--- config.mk ---
export PLATFORM = sky130hd
export DESIGN_NAME = uart_tx_rx
export DESIGN_NICKNAME = d
export VERILOG_FILES = /design/src/rtl/uart_tx_rx.sv
export SDC_FILE = /design/constraint.sdc
export NUM_CORES = 1
export LEC_CHECK = 0
export ABC_AREA = 1
export ABC_CLOCK_PERIOD_IN_PS = 1450
export BUFFER_PORTS_ARGS = -buffer_cell sky130_fd_sc_hd__buf_4
export CAP_MARGIN = 20
export CORE_ASPECT_RATIO = 1.1
export CORE_MARGIN = 2
export CORE_UTILIZATION = 45
export CTS_CLUSTER_SIZE = 28
export DETAILED_ROUTE_END_ITERATION = 12
export GPL_ROUTABILITY_DRIVEN = 0
export PLACE_DENSITY = 0.66
export SYNTH_ARGS = -nofsm -noshare
export SYNTH_HDL_FRONTEND = slang
export SYNTH_SLANG_ARGS = --single-unit
--- constraint.sdc ---
create_clock -name i_Clock -period 1.45 [get_ports i_Clock]
set_input_delay 0.3625 -clock i_Clock [delete_from_list [all_inputs] [get_ports i_Clock]]
set_output_delay 0.3625 -clock i_Clock [all_outputs]
set_load 0.01 [all_outputs]
--- src/rtl/uart_tx_rx.sv ---
// uart_tx_rx: full-duplex 8N1 UART (1 start, 8 data LSB first, 1 stop, no parity).
// The TX and RX engines are independent and share one clock and a synchronous
// active-low reset. Each engine's FSM state is exported on a dbg_*_state port.
// Optional build macro UART_FRAME_CHECK_EN adds o_RX_Frame_Err. When it is set,
// a low stop-bit sample pulses o_RX_Frame_Err instead of o_RX_DV.
//
// Handshake: i_TX_DV is a one-cycle strobe. It is accepted only while the TX
// FSM is IDLE. A strobe that arrives at any other time is dropped, and nothing
// is queued. o_TX_Done and o_RX_DV are one-cycle pulses. o_RX_Byte is held
// until the next o_RX_DV.
module uart_tx_rx #(
  parameter int CLKS_PER_BIT = 217
) (
  input  logic       i_Clock,
  input  logic       i_Rst_L,
  input  logic       i_TX_DV,
  input  logic [7:0] i_TX_Byte,
  output logic       o_TX_Active,
  output logic       o_TX_Serial,
  output logic       o_TX_Done,
  input  logic       i_RX_Serial,
  output logic       o_RX_DV,
  output logic [7:0] o_RX_Byte,
`ifdef UART_FRAME_CHECK_EN
  output logic       o_RX_Frame_Err,
`endif
  output logic [2:0] dbg_tx_state,
  output logic [2:0] dbg_rx_state
);

  localparam int CW = $clog2(CLKS_PER_BIT) + 1;
  localparam logic [CW-1:0] LAST = CW'(CLKS_PER_BIT - 1);
  localparam logic [CW-1:0] MID  = CW'((CLKS_PER_BIT - 1) / 2);

  typedef enum logic [2:0] {
    S_IDLE    = 3'd0,
    S_START   = 3'd1,
    S_DATA    = 3'd2,
    S_STOP    = 3'd3,
    S_CLEANUP = 3'd4
  } state_t;

  // ---------------------------------------------------------------- TX engine
  state_t          tx_state, tx_state_n;
  logic [CW-1:0]   tx_cnt, tx_cnt_n;
  logic [2:0]      tx_idx, tx_idx_n;
  logic [7:0]      tx_data, tx_data_n;

  // TX state and datapath registers
  always_ff @(posedge i_Clock) begin
    if (!i_Rst_L) begin
      tx_state <= S_IDLE;
      tx_cnt   <= '0;
      tx_idx   <= '0;
      tx_data  <= '0;
    end else begin
      tx_state <= tx_state_n;
      tx_cnt   <= tx_cnt_n;
      tx_idx   <= tx_idx_n;
      tx_data  <= tx_data_n;
    end
  end

  // TX next-state logic and outputs. The outputs decode the registered state,
  // so the line is low in the first cycle after an accepted strobe.
  always_comb begin
    tx_state_n  = tx_state;
    tx_cnt_n    = tx_cnt;
    tx_idx_n    = tx_idx;
    tx_data_n   = tx_data;
    o_TX_Serial = 1'b1;
    o_TX_Active = 1'b0;
    o_TX_Done   = 1'b0;
    case (tx_state)
      S_IDLE: begin
        tx_cnt_n = '0;
        tx_idx_n = '0;
        if (i_TX_DV) begin
          tx_data_n  = i_TX_Byte;
          tx_state_n = S_START;
        end
      end
      S_START: begin
        o_TX_Serial = 1'b0;
        o_TX_Active = 1'b1;
        if (tx_cnt == LAST) begin
          tx_cnt_n   = '0;
          tx_state_n = S_DATA;
        end else begin
          tx_cnt_n = tx_cnt + 1'b1;
        end
      end
      S_DATA: begin
        o_TX_Serial = tx_data[tx_idx];
        o_TX_Active = 1'b1;
        if (tx_cnt == LAST) begin
          tx_cnt_n = '0;
          if (tx_idx == 3'd7) begin
            tx_idx_n   = '0;
            tx_state_n = S_STOP;
          end else begin
            tx_idx_n = tx_idx + 3'd1;
          end
        end else begin
          tx_cnt_n = tx_cnt + 1'b1;
        end
      end
      S_STOP: begin
        o_TX_Active = 1'b1;
        if (tx_cnt == LAST) begin
          tx_cnt_n   = '0;
          tx_state_n = S_CLEANUP;
        end else begin
          tx_cnt_n = tx_cnt + 1'b1;
        end
      end
      S_CLEANUP: begin
        // The done pulse falls in the cycle right after the stop bit's last count.
        o_TX_Done  = 1'b1;
        tx_state_n = S_IDLE;
      end
      default: tx_state_n = S_IDLE;
    endcase
  end

  // ---------------------------------------------------------------- RX engine
  logic            rx_meta, rx_sync;
  state_t          rx_state, rx_state_n;
  logic [CW-1:0]   rx_cnt, rx_cnt_n;
  logic [2:0]      rx_idx, rx_idx_n;
  logic [7:0]      rx_shift, rx_shift_n;
  logic [7:0]      rx_byte_n;
  logic            rx_dv_n;
`ifdef UART_FRAME_CHECK_EN
  logic            rx_ferr_n;
`endif

  // Two-flop synchronizer for the asynchronous serial input. It resets to the
  // idle level.
  always_ff @(posedge i_Clock) begin
    if (!i_Rst_L) begin
      rx_meta <= 1'b1;
      rx_sync <= 1'b1;
    end else begin
      rx_meta <= i_RX_Serial;
      rx_sync <= rx_meta;
    end
  end

  // RX state and datapath registers
  always_ff @(posedge i_Clock) begin
    if (!i_Rst_L) begin
      rx_state  <= S_IDLE;
      rx_cnt    <= '0;
      rx_idx    <= '0;
      rx_shift  <= '0;
      o_RX_Byte <= '0;
      o_RX_DV   <= 1'b0;
`ifdef UART_FRAME_CHECK_EN
      o_RX_Frame_Err <= 1'b0;
`endif
    end else begin
      rx_state  <= rx_state_n;
      rx_cnt    <= rx_cnt_n;
      rx_idx    <= rx_idx_n;
      rx_shift  <= rx_shift_n;
      o_RX_Byte <= rx_byte_n;
      o_RX_DV   <= rx_dv_n;
`ifdef UART_FRAME_CHECK_EN
      o_RX_Frame_Err <= rx_ferr_n;
`endif
    end
  end

  // RX next-state logic. Bits are assembled in a shadow register, so
  // o_RX_Byte changes only together with o_RX_DV.
  always_comb begin
    rx_state_n = rx_state;
    rx_cnt_n   = rx_cnt;
    rx_idx_n   = rx_idx;
    rx_shift_n = rx_shift;
    rx_byte_n  = o_RX_Byte;
    rx_dv_n    = 1'b0;
`ifdef UART_FRAME_CHECK_EN
    rx_ferr_n  = 1'b0;
`endif
    case (rx_state)
      S_IDLE: begin
        rx_cnt_n = '0;
        rx_idx_n = '0;
        if (!rx_sync) rx_state_n = S_START;
      end
      S_START: begin
        if (rx_cnt == MID) begin
          rx_cnt_n   = '0;
          // A line that has gone high again by mid-start is treated as a glitch.
          rx_state_n = rx_sync ? S_IDLE : S_DATA;
        end else begin
          rx_cnt_n = rx_cnt + 1'b1;
        end
      end
      S_DATA: begin
        if (rx_cnt == LAST) begin
          rx_cnt_n           = '0;
          rx_shift_n[rx_idx] = rx_sync;
          if (rx_idx == 3'd7) begin
            rx_idx_n   = '0;
            rx_state_n = S_STOP;
          end else begin
            rx_idx_n = rx_idx + 3'd1;
          end
        end else begin
          rx_cnt_n = rx_cnt + 1'b1;
        end
      end
      S_STOP: begin
        if (rx_cnt == LAST) begin
          rx_cnt_n   = '0;
          rx_state_n = S_CLEANUP;
`ifdef UART_FRAME_CHECK_EN
          if (rx_sync) begin
            rx_dv_n   = 1'b1;
            rx_byte_n = rx_shift;
          end else begin
            rx_ferr_n = 1'b1;
          end
`else
          rx_dv_n   = 1'b1;
          rx_byte_n = rx_shift;
`endif
        end else begin
          rx_cnt_n = rx_cnt + 1'b1;
        end
      end
      S_CLEANUP: rx_state_n = S_IDLE;
      default:   rx_state_n = S_IDLE;
    endcase
  end

  assign dbg_tx_state = tx_state;
  assign dbg_rx_state = rx_state;

endmodule

-- After elaboration in Yosys (flattened, before gate mapping)
Index checks and enable logic that the tools add are counted.
- flip-flop bits (word level): 57
- output and inout bits: 18
- input bits: 12
- logic and storage cells: 91
- equality and inequality tests: 22
- multiplexer cells: 33
- reduce and logical (&&, ||, !) cells: 17
- $lt $le $gt $ge: 3
- add/subtract/negate cells: 4
- operators by type and width (operator ; number):
    $mux W3 ; 14
    $mux W9 ; 3
    $pmux W9 S3 ; 1
    $pmux W3 S4 ; 2
    $ne A2 B2 Y1 const B ; 10
    $add A9 B1 Y9 const B ; 2
    $eq A9 B8 Y1 const B ; 2
    $pmux W9 S2 ; 1
    $eq A3 B2 Y1 const B ; 4
    $pmux W3 S2 ; 2
    $reduce_and A2 Y1 ; 6
    $reduce_and A5 Y1 ; 2
    $eq A3 B3 Y1 const B ; 3
    $eq A9 B7 Y1 const B ; 1
    $bwmux W8 ; 1
    $lt A3 B4 Y1 const B ; 2
    $add A3 B1 Y3 const B ; 2
    $eq A3 B1 Y1 const B ; 2
    $logic_not A3 Y1 ; 2
    $reduce_bool A2 Y1 ; 3
    $mux W1 ; 5
    $bmux W1 S3 ; 1
    $demux W1 S3 ; 1
    $ge A3 B1 Y1 const B ; 1
    6 further kinds ; 6

-- Logic depth before layout (Yosys ltp)
Gate-level depths: netlist (run 1).
- word-level depth: 5
- gate-level depth with buffers: 10
- depth with buffers taken out: 10

-- Worst setup path after synthesis (run 1)
Ideal clock, no wire load.
- kind: reg-to-reg
- start: reg rx_cnt[0]
- end: reg o_RX_Byte[0]
- required time: 1.380 ns
- arrival time: 1.363 ns
- library setup time: 0.070 ns
- path slack: 0.017 ns
- stages on the path, launching flop included: 10
- period minus slack after synthesis: 1.433 ns
- buffers on the path: 2
- path through: dfxtp_1 -> inv_1 -> ha_1 -> nand2_1 -> nor2_1 -> nand2_2 -> or2_1 -> buf_6 -> buf_8 -> a21oi_1
- cells in the longest elaborated chain, start to end: 2
- RTL lines (element ; line ; text):
    start: declaration ; 129 ; logic [CW-1:0] rx_cnt, rx_cnt_n;
    start signal: assignment ; 164 ; rx_cnt <= rx_cnt_n;
    $eq A9 B8 Y1 ; 217 ; if (rx_cnt == LAST) begin
    $reduce_and A2 Y1 (no line) ; n/a ;
    end signal: assignment ; 167 ; o_RX_Byte <= rx_byte_n;
    end: declaration ; 23 ; output logic [7:0] o_RX_Byte,
No other way between the ends.
A chain may end at the register's enable or synchronous reset.

-- Final worst setup path (run 1)
- start: reg tx_idx[0]
- end: out o_TX_Serial
- cells in the longest elaborated chain, start to end: 3
- RTL lines (element ; line ; text):
    start: declaration ; 46 ; logic [2:0] tx_idx, tx_idx_n;
    start signal: assignment ; 59 ; tx_idx <= tx_idx_n;
    $bmux W1 S3 ; 94 ; o_TX_Serial = tx_data[tx_idx];
    $mux W1 (implied by the code) ; 94 ;
    $pmux W1 S2 ; 74 ; case (tx_state)
    end: declaration ; 19 ; output logic o_TX_Serial,
No other way between the ends. The select of a mux whose other input is x is not followed.

==> results.cfg, run 1 <==
[run]
max-cap-violations = 0

[yosys]
synth_top_area_share_pct = 41.6
ys_seq_area_share_pct = 41.6
ys.warnings.count = 0
syn_inst = 389
ys_seq_elements = 57
syn_area_per_cell_sq_um = 7.05
synth_nets = 409
ys_types = 28
synth_top_cell_by_area = dfxtp_1
syn_area_sq_um = 2740
synthTopCellsByArea = dfxtp_1 (42%), nand2_1 (11%), a21oi_1 (8.6%)

[die]
die_w_um = 78.4
core_sq_um = 5840
die_h_um = 85.9
initial_core_util_pct = 46.9
rows = 29
boundaryPins = 30
dieArea_sq_um = 6740

[timing]
maxSlewViolCount = 0
hold_viol_final = 0
fin_ws_ns = -0.241
fin_skew_ns = 0.00714
min_period_over_period_pct = 117
setup_viol = 5
rsz0062_at_grt = true
clock.fmax_ghz = 0.592
period_needed_ns = 1.69
worst_pin_slew_ns = 0.354
timing.hold.ws_ns = 0.228
slew_headroom_pct = 76.4

[power]
p_leak_nw = 1.50
ir_worst_vdd_v = 0.000986
power_density_nw_per_um2 = 1400

[finish]
final_common_cell = nand2_1
nNetsFinal = 470
fill_cells = 537
post-route-cell-area_sq_um = 3660
mostFrequentLayoutCells = nand2_1 (78), buf_4 (52), dfxtp_1 (51)
num_antenna_cells = 0
drive_gt1_share_pct = 29.0
area_growth_pct = 33.6

[clock_network]
hold_buffers = 0
cts_buffer_depth = 2
root_buffer = clkbuf_8
h-tree-depth = 3
clk_pin_slew_ns = 0.06
numCtsBuffers = 9
clkLatencyLatePin_ns = 0.34
cts_tree = built
cts.sinks = 57

[detailed_routing]
dr_total_vias = 2661
wl_um = 6220
wl_per_cell_um = 11.7
first_pass_iters = 4
dr.first_iter.drc_count = 135
drc = 0
antenna_left = 0
viasPerCell = 5.00

[hold_path]
min_path_type = input pin to flop
hp-start = i_RX_Serial
whs_path_depth = 2
holdPathEnd = rx_meta

[global_route]
antenna_found_initial = 0
grt_overflow = 0
grt_use_total_pct = 18.8
grt_pass1_wl_um = 10100
first_global_vias = 2364
grt_max_degree = 21

[critical_path]
worstSetupStartpointType = flop
reg2reg_slack_ns = 0
worstReg2RegStart = rx_cnt[0]
r2r_cells = 8
end_kind = output pin
cp_max_fo = 5
timing.rr.end = o_RX_Byte[4]
path_class = flop to output pin
worst_ep_arrival_time_ns = 1.33
crit_required_ns = 1.09

[placement]
dpl_cell_area_sq_um = 3230
hpwl_um = 4130
io_buffers = 29

[run_status]
status = finished with violations
violations = setup timing
synthesized netlist by cell type (all sizes together):
library cell,n
a21oi,47
buf,6
clkbuf,6
dfxtp,57
ha,8
inv,52
nand2,86
nand3,30
nand3b,1
nand4,15
nor2,37
nor3,4
o211ai,1
o21ai,29
o31ai,1
or2,4
xor2,5
worst max-delay path, cell delays in order (launching register included):
cell	delay, ns
dfxtp_2	0.36
inv_2	0.07
a21oi_1	0.14
o21ai_1	0.08
nand3_1	0.08
nand3_1	0.06
nand2_1	0.09
buf_6	0.10
report_power, final:
| part | internal [mW] | total (mW) | switching (mW) |
|---|---|---|---|
| Sequential | 1.73 | 1.85 | 0.121 |
| Clock | 1.14 | 1.80 | 0.657 |
| Combinational | 0.657 | 1.48 | 0.821 |
flip-flops by register name, summed over array words and instances, names as in the netlist, 3 cells and up:
signal,flops
tx_cnt,9
dbg_tx_state,3
tx_idx,3
rx_cnt,9
o_RX_Byte,8
rx_shift,8
dbg_rx_state,3
rx_idx,3
tx_data,8
layer usage:
layer / part of all wire, % / track usage [%] / vias up
met5: 0 / 0 / -
met4: 2.4 / 10.8 / 0
met1: 47 / 23.9 / 1200
li1: - / - / 1398
met3: 3.2 / 3.47 / 14
met2: 47 / 30.0 / 49
stage by stage:
step | setup WS, ns | setup TNS, ns | instances | power (mW) | util [%]
after global placement | -0.0415 | -0.296 | 512 | 3.12 | 55.3
after detailed placement | -0.102 | -0.693 | 512 | 3.14 | 55.3
after global routing | -0.311 | -2.66 | 532 | 5.44 | 62.7
final | -0.241 | -0.565 | 532 | 5.13 | 62.7
after CTS | -0.265 | -0.613 | 531 | 5.08 | 60.8
after floorplan | 0.0169 | 0 | 389 | 2.64 | -
kinds of logic after synthesis:
family,after synthesis,synth area share (%)
buf+inv,64,9.67
fa+ha+maj,8,3.65
flops,57,41.6
simple gates,177,28.9
xor+xnor,5,1.60
compound gates,78,14.6
worst max-delay path by stage:
| stage | cells past startpoint | from | to | slack (ns) |
|---|---|---|---|---|
| 2_1_floorplan | 9 | rx_cnt[0] | o_RX_Byte[0] | 0.02 |
| 3_3_place_gp | 8 | rx_cnt[0] | o_RX_Byte[2] | -0.04 |
| 3_5_place_dp | 8 | rx_cnt[0] | o_RX_Byte[6] | -0.10 |
| 4_1_cts | 7 | tx_idx[0] | o_TX_Serial | -0.27 |
| 5_1_grt | 7 | tx_idx[0] | o_TX_Serial | -0.31 |
| 6_report | 7 | tx_idx[0] | o_TX_Serial | -0.24 |
cell type report:
cell class	instances	area [sq um]	share of cell area, %
multi-input cells	269	1480	40.3
flip-flops and latches	57	1150	31.4
repair buffers	61	509	13.9
inverters	52	195	5.33
clock buffers	11	131	3.59
clock inverters	5	104	2.83
well taps	77	96.3	2.63
repair_timing:
item,4_1_cts,5_1_grt
setup buffers,2,1
pin swaps,8,23
endpoints found under the setup margin,17,50
cloned,1,0
resized for setup,33,37
(Power assumes the default switching activity.)
==> run 2: changes to the inputs <==
- TNS_END_PERCENT: default -> 30
==> run 2 against run 1 <==
Net effect:
- the flow still finishes with violations (setup timing)
- register-to-register slack hardly changed
- cell area is 0.10% higher
- sequential power hardly changed
- die area stayed put
- first-iteration DRC count is 33% higher
- critical endpoint is now o_TX_Active
==> results.cfg, run 2 (synthesis gave the netlist of run 1 again) <==
[die]
boundaryPins = 30
rows = 29
die_w_um = 78.4
core_sq_um = 5840
dieArea_sq_um = 6740
die_h_um = 85.9
initial_core_util_pct = 46.9

[critical_path]
worstSetupStartpointType = flop
cp_max_fo = 4
crit_required_ns = 1.09
r2r_cells = 8
worst_ep_arrival_time_ns = 1.33
path_class = flop to output pin
end_kind = output pin

[power]
power_density_nw_per_um2 = 1410
swShare_pct = 31.1
pwr-share-seq_pct = 35.7
ir_worst_vdd_v = 0.000984
p_leak_nw = 1.51
clkPwrFrac_pct = 34.7
p_int_mw = 3.57
pwr-share-comb_pct = 29.6
switchingPower_mw = 1.61

[timing]
rsz0062_at_grt = true
timing.hold.ws_ns = 0.225
setup_viol = 7
min_period_over_period_pct = 117
maxSlewViolCount = 0
slew_headroom_pct = 76.4
fin_skew_ns = 0.00634
clock.fmax_ghz = 0.589
hold_viol_final = 0
worst_pin_slew_ns = 0.353
period_needed_ns = 1.70
setup_tns_ns = -0.612
fin_ws_ns = -0.247

[hold_path]
min_path_type = input pin to flop
whs_path_depth = 2

[detailed_routing]
first_pass_iters = 4
antenna_left = 0
viasPerCell = 4.99
wl_um = 6220
dr.first_iter.drc_count = 180
dr_total_vias = 2663
drc = 0
wl_per_cell_um = 11.6

[clock_network]
cts.sinks = 57
cts_tree = built
clkLatencyLatePin_ns = 0.34
root_buffer = clkbuf_8
cts_buffer_depth = 2
h-tree-depth = 3
clk_pin_slew_ns = 0.07
numCtsBuffers = 9

[finish]
reg.largest.list = rx_cnt (9), tx_cnt (9)
num_antenna_cells = 0
mostFrequentLayoutCells = nand2_1 (78), buf_4 (55), dfxtp_1 (51)
drive_gt1_share_pct = 28.9
fill_cells = 534
area_growth_pct = 33.7
final_common_cell = nand2_1
nNetsFinal = 472

[global_route]
grt_overflow = 0
antenna_found_initial = 0
grt_use_total_pct = 18.8
grt_max_degree = 21
first_global_vias = 2364
grt_pass1_wl_um = 10100

[run_status]
violations = setup timing
status = finished with violations

[placement]
hpwl_um = 4130
io_buffers = 29
post-place-ws_ns = -0.102

[run]
max-cap-violations = 0
[run 2: cell types whose count changed in the layout (fill, tap and decap cells not counted)]
cell	change
a21oi_2	-1
o21ai_2	-1
buf_4	+3
a21oi_1	+1
buf_6	-1
o21ai_0	+1
[run 2: through the flow]
step / utilization (%) / instances / total power, mW / instance area [sq um]
5_1_grt: 62.8 / 534 / 5.49 / 3670
2_1_floorplan: - / 389 / 2.64 / 2740
3_5_place_dp: 55.3 / 512 / 3.14 / 3230
4_1_cts: 60.8 / 531 / 5.07 / 3550
6_report: 62.8 / 534 / 5.18 / 3670
3_3_place_gp: 55.3 / 512 / 3.12 / 3230
[run 2: power groups by stage]
stage	clock, mW	combinational [mW]	sequential [mW]
2_1_floorplan	0	0.758	1.88
3_3_place_gp	0	1.27	1.85
3_5_place_dp	0	1.28	1.86
4_1_cts	1.84	1.39	1.85
5_1_grt	1.91	1.72	1.87
6_report	1.80	1.53	1.85
[run 2: path summary, 6_finish.rpt]
path	to	slack, ns	start
hold / removal	rx_meta	0.22	i_RX_Serial
setup / recovery	o_TX_Active	-0.25	dbg_tx_state[1]
hold reg to reg	rx_sync	0.42	rx_meta
setup reg to reg	o_RX_Byte[6]	-0.01	rx_cnt[0]
[run 2: critical path, cell delays in order (launching register included)]
cell and delay, ns:
dfxtp_1 0.34, inv_2 0.07, nor3_4 0.22, nor2_1 0.09
inv_1 0.12, buf_4 0.14
[run 2: what timing repair did]
| action | in CTS | in global routing |
|---|---|---|
| pin swaps | 8 | 20 |
| gates cloned | 1 | 0 |
| endpoints found under the setup margin | 17 | 50 |
| hold buffers | 0 | 0 |
| setup buffers | 2 | 3 |
| gates resized for setup | 30 | 36 |
[run 2: layout make-up]
cell class,instances,area [sq um],area share [%]
Multi-Input combinational cell,269,1470,40.1
Sequential cell,57,1150,31.4
Timing Repair Buffer,63,520,14.2
Inverter,52,195,5.32
Clock buffer,11,131,3.58
Clock inverter,5,104,2.83
Tap cell,77,96.3,2.63
[run 2: routing by layer]
layer | share of wire [%] | vias up | GRT usage (%)
met4 | 2.3 | 0 | 10.8
met1 | 47 | 1209 | 23.9
met3 | 3.4 | 11 | 3.47
met5 | 0 | - | 0
met2 | 47 | 43 | 30.0
li1 | - | 1400 | -
==> run 3: changes to the inputs <==
- CORE_UTILIZATION: 45 -> 52
- PLACE_DENSITY: 0.66 -> 0.75
==> run 3 against run 2 <==
Net effect:
- the run still ends with setup timing left
- cell count decreased by 4.1%
- wire length decreased by 6.6%
- clock power decreased by 32%
- sequential power about the same
- power decreased by 13%
- die area decreased by 13%
- critical path depth increased by 2
- sequential cell count unchanged
- register-to-register slack about the same
- sequential share of layout area increased by 1.5 points
- combinational power decreased by 7%
- largest cell class unchanged
- highest routed layer unchanged
==> results.cfg, run 3 (synthesis gave the netlist of run 1 again) <==
[critical_path]
path_buf_inv = 2
path_class = flop to output pin
cpPeakStageDelay_ns = 0.34
cp_cell_sequence = buf_6 -> a21oi_2 -> o21ai_1 -> nand3_1 -> nand3_1 -> nand2_1 -> buf_6
slowest_stage = dfxtp_2
end_kind = output pin
crit_required_ns = 1.09
worstSetupStartpointType = flop
critPathLaunch = tx_idx[0]
worst_ep_arrival_time_ns = 1.31
worstReg2RegStart = tx_cnt[0]
critical-path-top-delay-family = flip-flops
reg2reg_slack_ns = 0
cp_max_fo = 4

[hold_path]
min_path_type = input pin to flop
hp-start = i_RX_Serial

[detailed_routing]
dr.first_iter.drc_count = 57
first_pass_iters = 4
wl_per_cell_um = 11.3
dr_total_vias = 2662
drc = 0
viasPerCell = 5.20
wl_um = 5800
antenna_left = 0

[clock_network]
root_buffer = clkbuf_8
h-tree-depth = 3
clkLatencyLatePin_ns = 0.34
cts.sinks = 57
cts_buffer_depth = 2
cts_tree = built
numCtsBuffers = 9
clk_pin_slew_ns = 0.06
hold_buffers = 0

[placement]
hpwl_um = 4120
post-place-ws_ns = -0.122
io_buffers = 29

[die]
dieArea_sq_um = 5870
die_h_um = 80.2
boundaryPins = 30
core_sq_um = 5030
die_w_um = 73.2
rows = 27
initial_core_util_pct = 54.5

[timing]
clock.fmax_ghz = 0.596
setup_tns_ns = -0.465
fin_skew_ns = 0.0111
hold_viol_final = 0
min_period_over_period_pct = 116
rsz0062_at_grt = true
period_needed_ns = 1.68
worst_pin_slew_ns = 0.456
fin_ws_ns = -0.227
slew_headroom_pct = 69.5
maxSlewViolCount = 0
setup_viol = 4

[global_route]
first_global_vias = 2302
use_met3_pct = 7.03
grt_pass1_wl_um = 9690
antenna_found_initial = 0
grt_max_degree = 20
grt_use_met2_pct = 35.2
busiest_layer = met2
grt_overflow = 0
use_met1_pct = 25.0
grt_use_total_pct = 21.2

[power]
ir_worst_vdd_v = 0.00105
p_leak_nw = 1.46
power_density_nw_per_um2 = 1280
power_mw = 4.50

[run_status]
status = finished with violations
violations = setup timing

[finish]
nNetsFinal = 470
final_common_cell = nand2_1
mostFrequentLayoutCells = nand2_1 (80), buf_4 (54), dfxtp_1 (51)
drive_gt1_share_pct = 26.4
reg.largest.list = rx_cnt (9), tx_cnt (9)
area_growth_pct = 27.8
num_antenna_cells = 0

[run]
max-cap-violations = 0
[run 3: final cells by class]
class | count | area [sq um]
fill | 426 | 1530
inverter | 52 | 195
clock inverter | 6 | 36.3
tap | 58 | 72.6
clock buffer | 9 | 124
timing repair buffer | 61 | 493
sequential | 57 | 1150
multi-input combinational | 269 | 1430
[run 3: path summary, 6_finish.rpt]
check                           cells after the start          end
worst min-delay path                                2      rx_meta
worst min register to register                      1      rx_sync
worst max-delay path                                7  o_TX_Serial
worst max register to register                      9    tx_cnt[7]
[run 3: report_power, final]
| part | switching [mW] | internal [mW] | leakage, nW |
|---|---|---|---|
| Clock | 0.617 | 0.598 | 0.0846 |
| Combinational | 0.794 | 0.631 | 0.908 |
| Sequential | 0.124 | 1.73 | 0.465 |
[run 3: per-layer routing]
layer | wire [um] | vias up
met5 | 0 | -
li1 | - | 1389
met1 | 2520 | 1200
met4 | 67 | 0
met3 | 351 | 7
met2 | 2870 | 66
[run 3: timing repair]
item / 4_1_cts / 5_1_grt
cloned: 1 / 0
endpoints found under the setup margin: 28 / 47
pin swaps: 10 / 11
setup buffers: 1 / 1
resized for setup: 28 / 26
[run 3: worst register-to-register path: cells and delay by family, from the launching register on]
family	cells	cell delay (ns)
AOI/OAI and AO/OA	1	0.14
and+or+nand+nor	5	0.59
adders and majority gates	1	0.19
buffers and inverters	2	0.13
DFF	1	0.33
[run 3: metrics by stage]
step	instances	instance area, sq um	utilization [%]	hold WS, ns
finish	512	3500	69.6	0.227
global route	512	3500	69.6	0.217
CTS	511	3430	68.2	0.207
detailed placement	494	3190	63.3	0.404
global placement	494	3190	63.3	0.394
floorplan	389	2740	-	0.393
